**src/rtl/mux_pipe_nto1.sv**
```systemverilog
// mux_pipe_nto1: NUM_IN-way, WIDTH-bit registered select with a valid/ready
// handshake over a 2-entry skid buffer (main + skid). Out-of-range selects
// forward a zero word flagged by out_sel_err. flush empties the buffer.
module mux_pipe_nto1 #(
  parameter int WIDTH  = 5,
  parameter int NUM_IN = 2,
  parameter int SEL_W  = 1
) (
  input  logic                    clk,
  input  logic                    reset_n,
  input  logic [NUM_IN*WIDTH-1:0] in_data,
  input  logic [SEL_W-1:0]        in_sel,
  input  logic                    in_valid,
  output logic                    in_ready,
  input  logic                    flush,
  output logic [WIDTH-1:0]        out_data,
  output logic                    out_sel_err,
  output logic                    out_valid,
  input  logic                    out_ready
);

  // Reject configurations where the select cannot address every input.
  if (NUM_IN < 2 || NUM_IN > (1 << SEL_W)) begin : g_bad_cfg
    $error("mux_pipe_nto1: NUM_IN must be in 2..2**SEL_W");
  end

  typedef enum logic [1:0] {EMPTY, ONE, FULL} state_t;

  state_t           state_q, state_d;
  logic [WIDTH-1:0] main_data_q, main_data_d;
  logic             main_err_q, main_err_d;
  logic [WIDTH-1:0] skid_data_q, skid_data_d;
  logic             skid_err_q, skid_err_d;
  logic             in_ready_q, in_ready_d;
  logic             out_valid_q, out_valid_d;

  logic [WIDTH-1:0] slice [NUM_IN];
  logic [WIDTH-1:0] sel_word;
  logic             sel_err;
  logic             in_xfer;
  logic             out_xfer;

  // Unpack the flat input bus into one word per input.
  for (genvar gi = 0; gi < NUM_IN; gi++) begin : g_slice
    assign slice[gi] = in_data[gi*WIDTH +: WIDTH];
  end

  // Decode the select by explicit compare so unused codes yield 0, never X.
  always_comb begin
    sel_word = '0;
    sel_err  = 1'b1;
    for (int k = 0; k < NUM_IN; k++) begin
      if (in_sel == SEL_W'(k)) begin
        sel_word = slice[k];
        sel_err  = 1'b0;
      end
    end
  end

  assign in_xfer  = in_valid && in_ready_q;
  assign out_xfer = out_valid_q && out_ready;

  // Occupancy FSM: decide next state and which register captures the word.
  always_comb begin
    state_d     = state_q;
    main_data_d = main_data_q;
    main_err_d  = main_err_q;
    skid_data_d = skid_data_q;
    skid_err_d  = skid_err_q;
    case (state_q)
      EMPTY: begin
        if (in_xfer) begin
          main_data_d = sel_word;
          main_err_d  = sel_err;
          state_d     = ONE;
        end
      end
      ONE: begin
        if (in_xfer && out_xfer) begin
          main_data_d = sel_word;
          main_err_d  = sel_err;
        end else if (in_xfer) begin
          skid_data_d = sel_word;
          skid_err_d  = sel_err;
          state_d     = FULL;
        end else if (out_xfer) begin
          state_d = EMPTY;
        end
      end
      FULL: begin
        if (out_xfer) begin
          main_data_d = skid_data_q;
          main_err_d  = skid_err_q;
          state_d     = ONE;
        end
      end
      default: state_d = EMPTY;
    endcase
    // Flush wins over any load; the visible word keeps its last value.
    if (flush) begin
      state_d     = EMPTY;
      main_data_d = main_data_q;
      main_err_d  = main_err_q;
      skid_data_d = skid_data_q;
      skid_err_d  = skid_err_q;
    end
    in_ready_d  = (state_d != FULL);
    out_valid_d = (state_d != EMPTY);
  end

  // State and data registers with asynchronous clear.
  always_ff @(posedge clk or negedge reset_n) begin
    if (!reset_n) begin
      state_q     <= EMPTY;
      main_data_q <= '0;
      main_err_q  <= 1'b0;
      skid_data_q <= '0;
      skid_err_q  <= 1'b0;
      in_ready_q  <= 1'b1;
      out_valid_q <= 1'b0;
    end else begin
      state_q     <= state_d;
      main_data_q <= main_data_d;
      main_err_q  <= main_err_d;
      skid_data_q <= skid_data_d;
      skid_err_q  <= skid_err_d;
      in_ready_q  <= in_ready_d;
      out_valid_q <= out_valid_d;
    end
  end

  assign in_ready    = in_ready_q;
  assign out_valid   = out_valid_q;
  assign out_data    = main_data_q;
  assign out_sel_err = main_err_q;

endmodule

```
**config.mk**
```make
export PLATFORM = sky130hd
export DESIGN_NAME = mux_pipe_nto1
export DESIGN_NICKNAME = d
export VERILOG_FILES = /design/src/rtl/mux_pipe_nto1.sv
export SDC_FILE = /design/constraint.sdc
export NUM_CORES = 1
export LEC_CHECK = 0
export CAP_MARGIN = 40
export CORE_UTILIZATION = 49
export CTS_BUF_LIST = sky130_fd_sc_hd__clkbuf_4
export DETAILED_ROUTE_END_ITERATION = 8
export PLACE_DENSITY_LB_ADDON = 0.12
export SETUP_SLACK_MARGIN = 0.5
export SKIP_LAST_GASP = 1
export SLEW_MARGIN = 20
export SYNTH_ARGS = -nofsm -noshare
export SYNTH_HDL_FRONTEND = slang
export SYNTH_SLANG_ARGS = --single-unit
```
**constraint.sdc**
```tcl
create_clock -name clk -period 2.55 [get_ports clk]
set_clock_uncertainty 0.1 [all_clocks]
set_input_delay 0.3825 -clock clk [delete_from_list [all_inputs] [get_ports clk]]
set_output_delay 0.3825 -clock clk [all_outputs]
set_load 0.02 [all_outputs]
```
# Word level (Yosys, flattened, before mapping)
# Index checks and enable logic that the tools add are counted.
# totals
reg_bits	15
inputBits	16
output_inout_bits	8
# classes
n_eq_ne	6
n_mux	16
n_bitwise	2
reduce_logical	8
# ops
op	n
2-to-1 mux 5 bit	4
one-hot mux 5 bit (3 select lines)	1
2-to-1 mux 2 bit	6
!= test 2 bit (second input constant)	4
one-hot mux 2 bit (3 select lines)	1
AND reduction 5 bit	1
AND reduction 4 bit	1
logical AND 1 bit	3
2-to-1 mux 1 bit	3
one-hot mux 1 bit (3 select lines)	1
nonzero test 3 bit	1
== test 2 x 1 -> 1 bit (second input constant)	1
== test 2 bit (second input constant)	1
zero test 2 bit	1
NOT 1 bit	2
nonzero test 2 bit	1

# Longest topological paths before layout
# depth
ltp_word	7
ltp_mapped	5
depth_no_buf	4

# Least setup slack after synthesis
# Ideal clock, no wire load.
# synth_timing
path_type	register to register
startpoint	register out_valid_q (netlist: out_valid)
endpoint	register main_data_q[0] (netlist: out_data[0])
setup_ns	0.125
arrival_time_ns	1.647
required_time_ns	2.325
setup_slack_ns	0.678
path_stages_with_launch	6
path_buffers	1
cell_sequence	dfrtp_1 nand2_1 maj3_2 or3_1 buf_6 mux2_4
# synth_between
elab_chain_len	4
elab_cells_between_ends	5
# synth_lines
element	line_no	rtl
from (decl)	35	logic out_valid_q, out_valid_d;
from (signal assigned)	128	out_valid_q <= out_valid_d;
logical AND 1 bit *	61	assign out_xfer = out_valid_q && out_ready;
logical AND 1 bit	79	if (in_xfer && out_xfer) begin
!= test 2 bit (no source line)	n/a	
AND reduction 5 bit (no source line) *	n/a	
to (signal assigned)	123	main_data_q <= main_data_d;
to (decl)	30	logic [WIDTH-1:0] main_data_q, main_data_d;
# Every way passes the cells marked *; elsewhere a longest branch is shown, timed or not.
# A chain may end at the register's enable or synchronous reset.

# Worst setup path in the final report
# layout_timing
startpoint	input port out_ready
endpoint	register main_data_q[2] (netlist: out_data[2])
# layout_between
elab_chain_len	4
elab_cells_between_ends	5
# layout_lines
element	line_no	rtl
from (decl)	19	input logic out_ready
logical AND 1 bit *	61	
logical AND 1 bit	79	
!= test 2 bit (no source line)	n/a	
AND reduction 5 bit (no source line) *	n/a	
# Marked as above.

==> flow_metrics.tcl <==
set metrics [dict create \
    status "complete, no violations" \
    grt_max_degree 15 \
    synth_edf_count 0 \
    clock_latency_ns 0.27 \
    min_period_over_period_pct 76.35 \
    cp_slowest_stage_delay_ns 0.47 \
    power_density_mw_per_mm2 889.9 \
    ys.warnings.count 0 \
    cts_buffer_depth 2 \
    synth_area_leaders "dfrtp_1, mux2_4, o21ai_0" \
    dr.pass1.iters 2 \
    worst-slew-pin-transition_ns 0.7009 \
    yosys-top-cells-count "dfrtp_1, nand2_1, o21ai_0, mux2_4, mux2i_1" \
    io_pins 24 \
    cts_hold_buf 0 \
    yosysTopAreaCell "dfrtp_1" \
    cp_slowest_cell "clkdlybuf4s50_1" \
    vias_per_cell 4.961 \
    grt_usage_pct 21.80 \
    routedWlPerCell_um 11.72 \
    final-hold-violation-count 0 \
    dp.cells 98 \
    cts_max_level 1 \
    cts_tree "yes" \
    fin_crit_ns 1.947 \
    root_buffer "clkbuf_4" \
    die_w_um 39.51 \
    multiInputGateArea_um2 309.0 \
    vias 506 \
    die_area_mm2 0.001561 \
    grt_pass1_wl_um 2159 \
    drtIter0Drc 4 \
    synth_ff_type "dfrtp_1" \
    yosysUniqueCellTypes 19 \
    slew_headroom_pct 53.17 \
    p_leak_nw 0.4275 \
    drcViolationCount 0 \
    holdCritPathClass "primary input to async pin" \
    start_util_pct 52.98 \
    place_congestion 0.7579 \
    fin_setup_tns_ns 0 \
    syn_area_per_cell_um2 10.61 \
    nFillCells 113 \
    finish.utilization_pct 71.73 \
    cp_max_fo 5 \
    synth.most_common_cell "dfrtp_1" \
    grt_overflow 0 \
    ys_seq_area_share_pct 51.00 \
    routed.top_layer "met4" \
    fp-row-count 13 \
    ys_ff_latch 14 \
    drv_cap 0 \
    regArea_um2 351.6 \
    crit_chain "clkdlybuf4s50_1 -> nand2_1 -> maj3_2 -> or3_4 -> mux2_4" \
    layout.nets 104 \
    cts_setup_buffers 0 \
    worstSetupEndpointType "register" \
    syn_nets 81 \
    hpwl_um 965.6 \
    startpoint_type "primary input" \
    cts_made_buffers 3 \
    ys_async_sr_fraction_pct 100.0 \
    cp_data_required_time_ns 2.61 \
    die_y_um 39.51 \
    rsz0062_at_grt "false" \
    cts_sinks 14 \
    criticalPathCategory "primary input to register" \
    wl_met2_um 549 \
    grt_pass1_vias 484 \
    drive_above_1_share_pct 13.79 \
    wl_met3_um 46 \
    synth_area_um2 689.4 \
    holdWs_ns 0.3784 \
    instances_no_fill 102 \
    synth_cells 65 \
    cp_top_family "simple AND/OR/NAND/NOR gates" \
    antenna_found_initial 0 \
    finalMaxSlewViolations 0 \
    synth_top_area_share_pct 47.19 \
    fmax_mhz 513.7 \
    peakVddDrop_uv 501.6 \
    cts_resized 0 \
    setup_viol 0 \
    routed_wl_um 1195 \
    antennaDiodeCount 0 \
    cp.arrival_ns 2.00 \
    clk_pin_slew_ns 0.08 \
    drtAntennaViolNets 0 \
    synthToLayoutAreaGrowth_pct 35.39 \
    cp_num_buf_inv 1 \
    finalPower_mw 0.8307 \
    core_mm2 0.001301 \
    met1Wirelength_um 582 \
    portBuffers 22 \
]
-- routing by layer --
layer  GRT usage [%]  vias up
li1                -      265
met3           8.523        2
met4           7.759        0
met2           33.20       14
met5               0        -
met1           27.60      225
-- worst reg2reg max path, cell delays in order (launching register included) --
cell and delay (ns):
dfrtp_1 0.41, nor2b_1 0.60, o21ai_0 0.23, mux2_4 0.30
-- logic make-up (layout without fill, tap and decap cells) --
kind of cell,after synthesis,count (layout),share of synthesized area (%)
simple gates,17,17,10.89
compound gates,15,15,11.61
flops,14,14,51.00
mux,10,10,18.15
buf+inv,6,28,4.901
fa+ha+maj,1,1,1.633
other cells,1,1,0.5439
xor+xnor,1,1,1.271
-- metrics by stage --
step                      setup WS [ns]  area [um^2]
after floorplan                  0.6783        689.4
after global placement           0.2557        902.1
after detailed placement         0.2179        902.1
after CTS                        0.5097        928.4
after global routing             0.5573        933.4
final                            0.6032        933.4
-- worst paths after layout --
kind	start	cells after the start	endpoint	slack, ns
max	out_ready	5	out_data[2]$_DFFE_PN0P_	0.60
min reg2reg	skid_data_q[1]$_DFFE_PN0P_	2	skid_data_q[1]$_DFFE_PN0P_	0.38
max reg2reg	state_q[1]$_DFF_PN0_	3	out_data[2]$_DFFE_PN0P_	0.79
min in group clk	skid_data_q[1]$_DFFE_PN0P_	2	skid_data_q[1]$_DFFE_PN0P_	0.38
min	reset_n	1	skid_data_q[3]$_DFFE_PN0P_	0.38
max in group asynchronous	reset_n	1	out_data[4]$_DFFE_PN0P_	1.58
-- sequential cells by signal (all words and copies together), names as in the netlist --
name	count
out_data	5
skid_data_q	5
state_q	2
in_ready	1
out_valid	1
-- cell type report --
cell class / instances / share of cell area [%]
Clock buffer: 3 / 2.413
Clock inverter: 1 / 0.4021
Inverter: 2 / 0.8043
Multi-Input combinational cell: 45 / 33.11
Sequential cell: 14 / 37.67
Tap cell: 15 / 2.011
Timing Repair Buffer: 22 / 23.59
-- where the power goes --
group / switching [mW] / internal, mW / total, mW
Clock: 0.0640 / 0.0567 / 0.121
Combinational: 0.147 / 0.194 / 0.341
Sequential: 0.0549 / 0.314 / 0.369
-- cell usage in the layout (no fill, tap or decap) --
cell type,instances
or3_4,1
inv_1,2
nand2_1,12
a21oi_1,3
clkbuf_4,3
a22o_2,1
clkinv_1,1
maj3_2,1
nor2b_1,1
o21ai_0,11
mux2i_1,5
conb_1,1
xor2_1,1
clkdlybuf4s50_1,22
mux2_4,5
and4b_1,1
dfrtp_1,13
nor2_1,2
dfstp_2,1
Power figures use the tool's default switching activity.
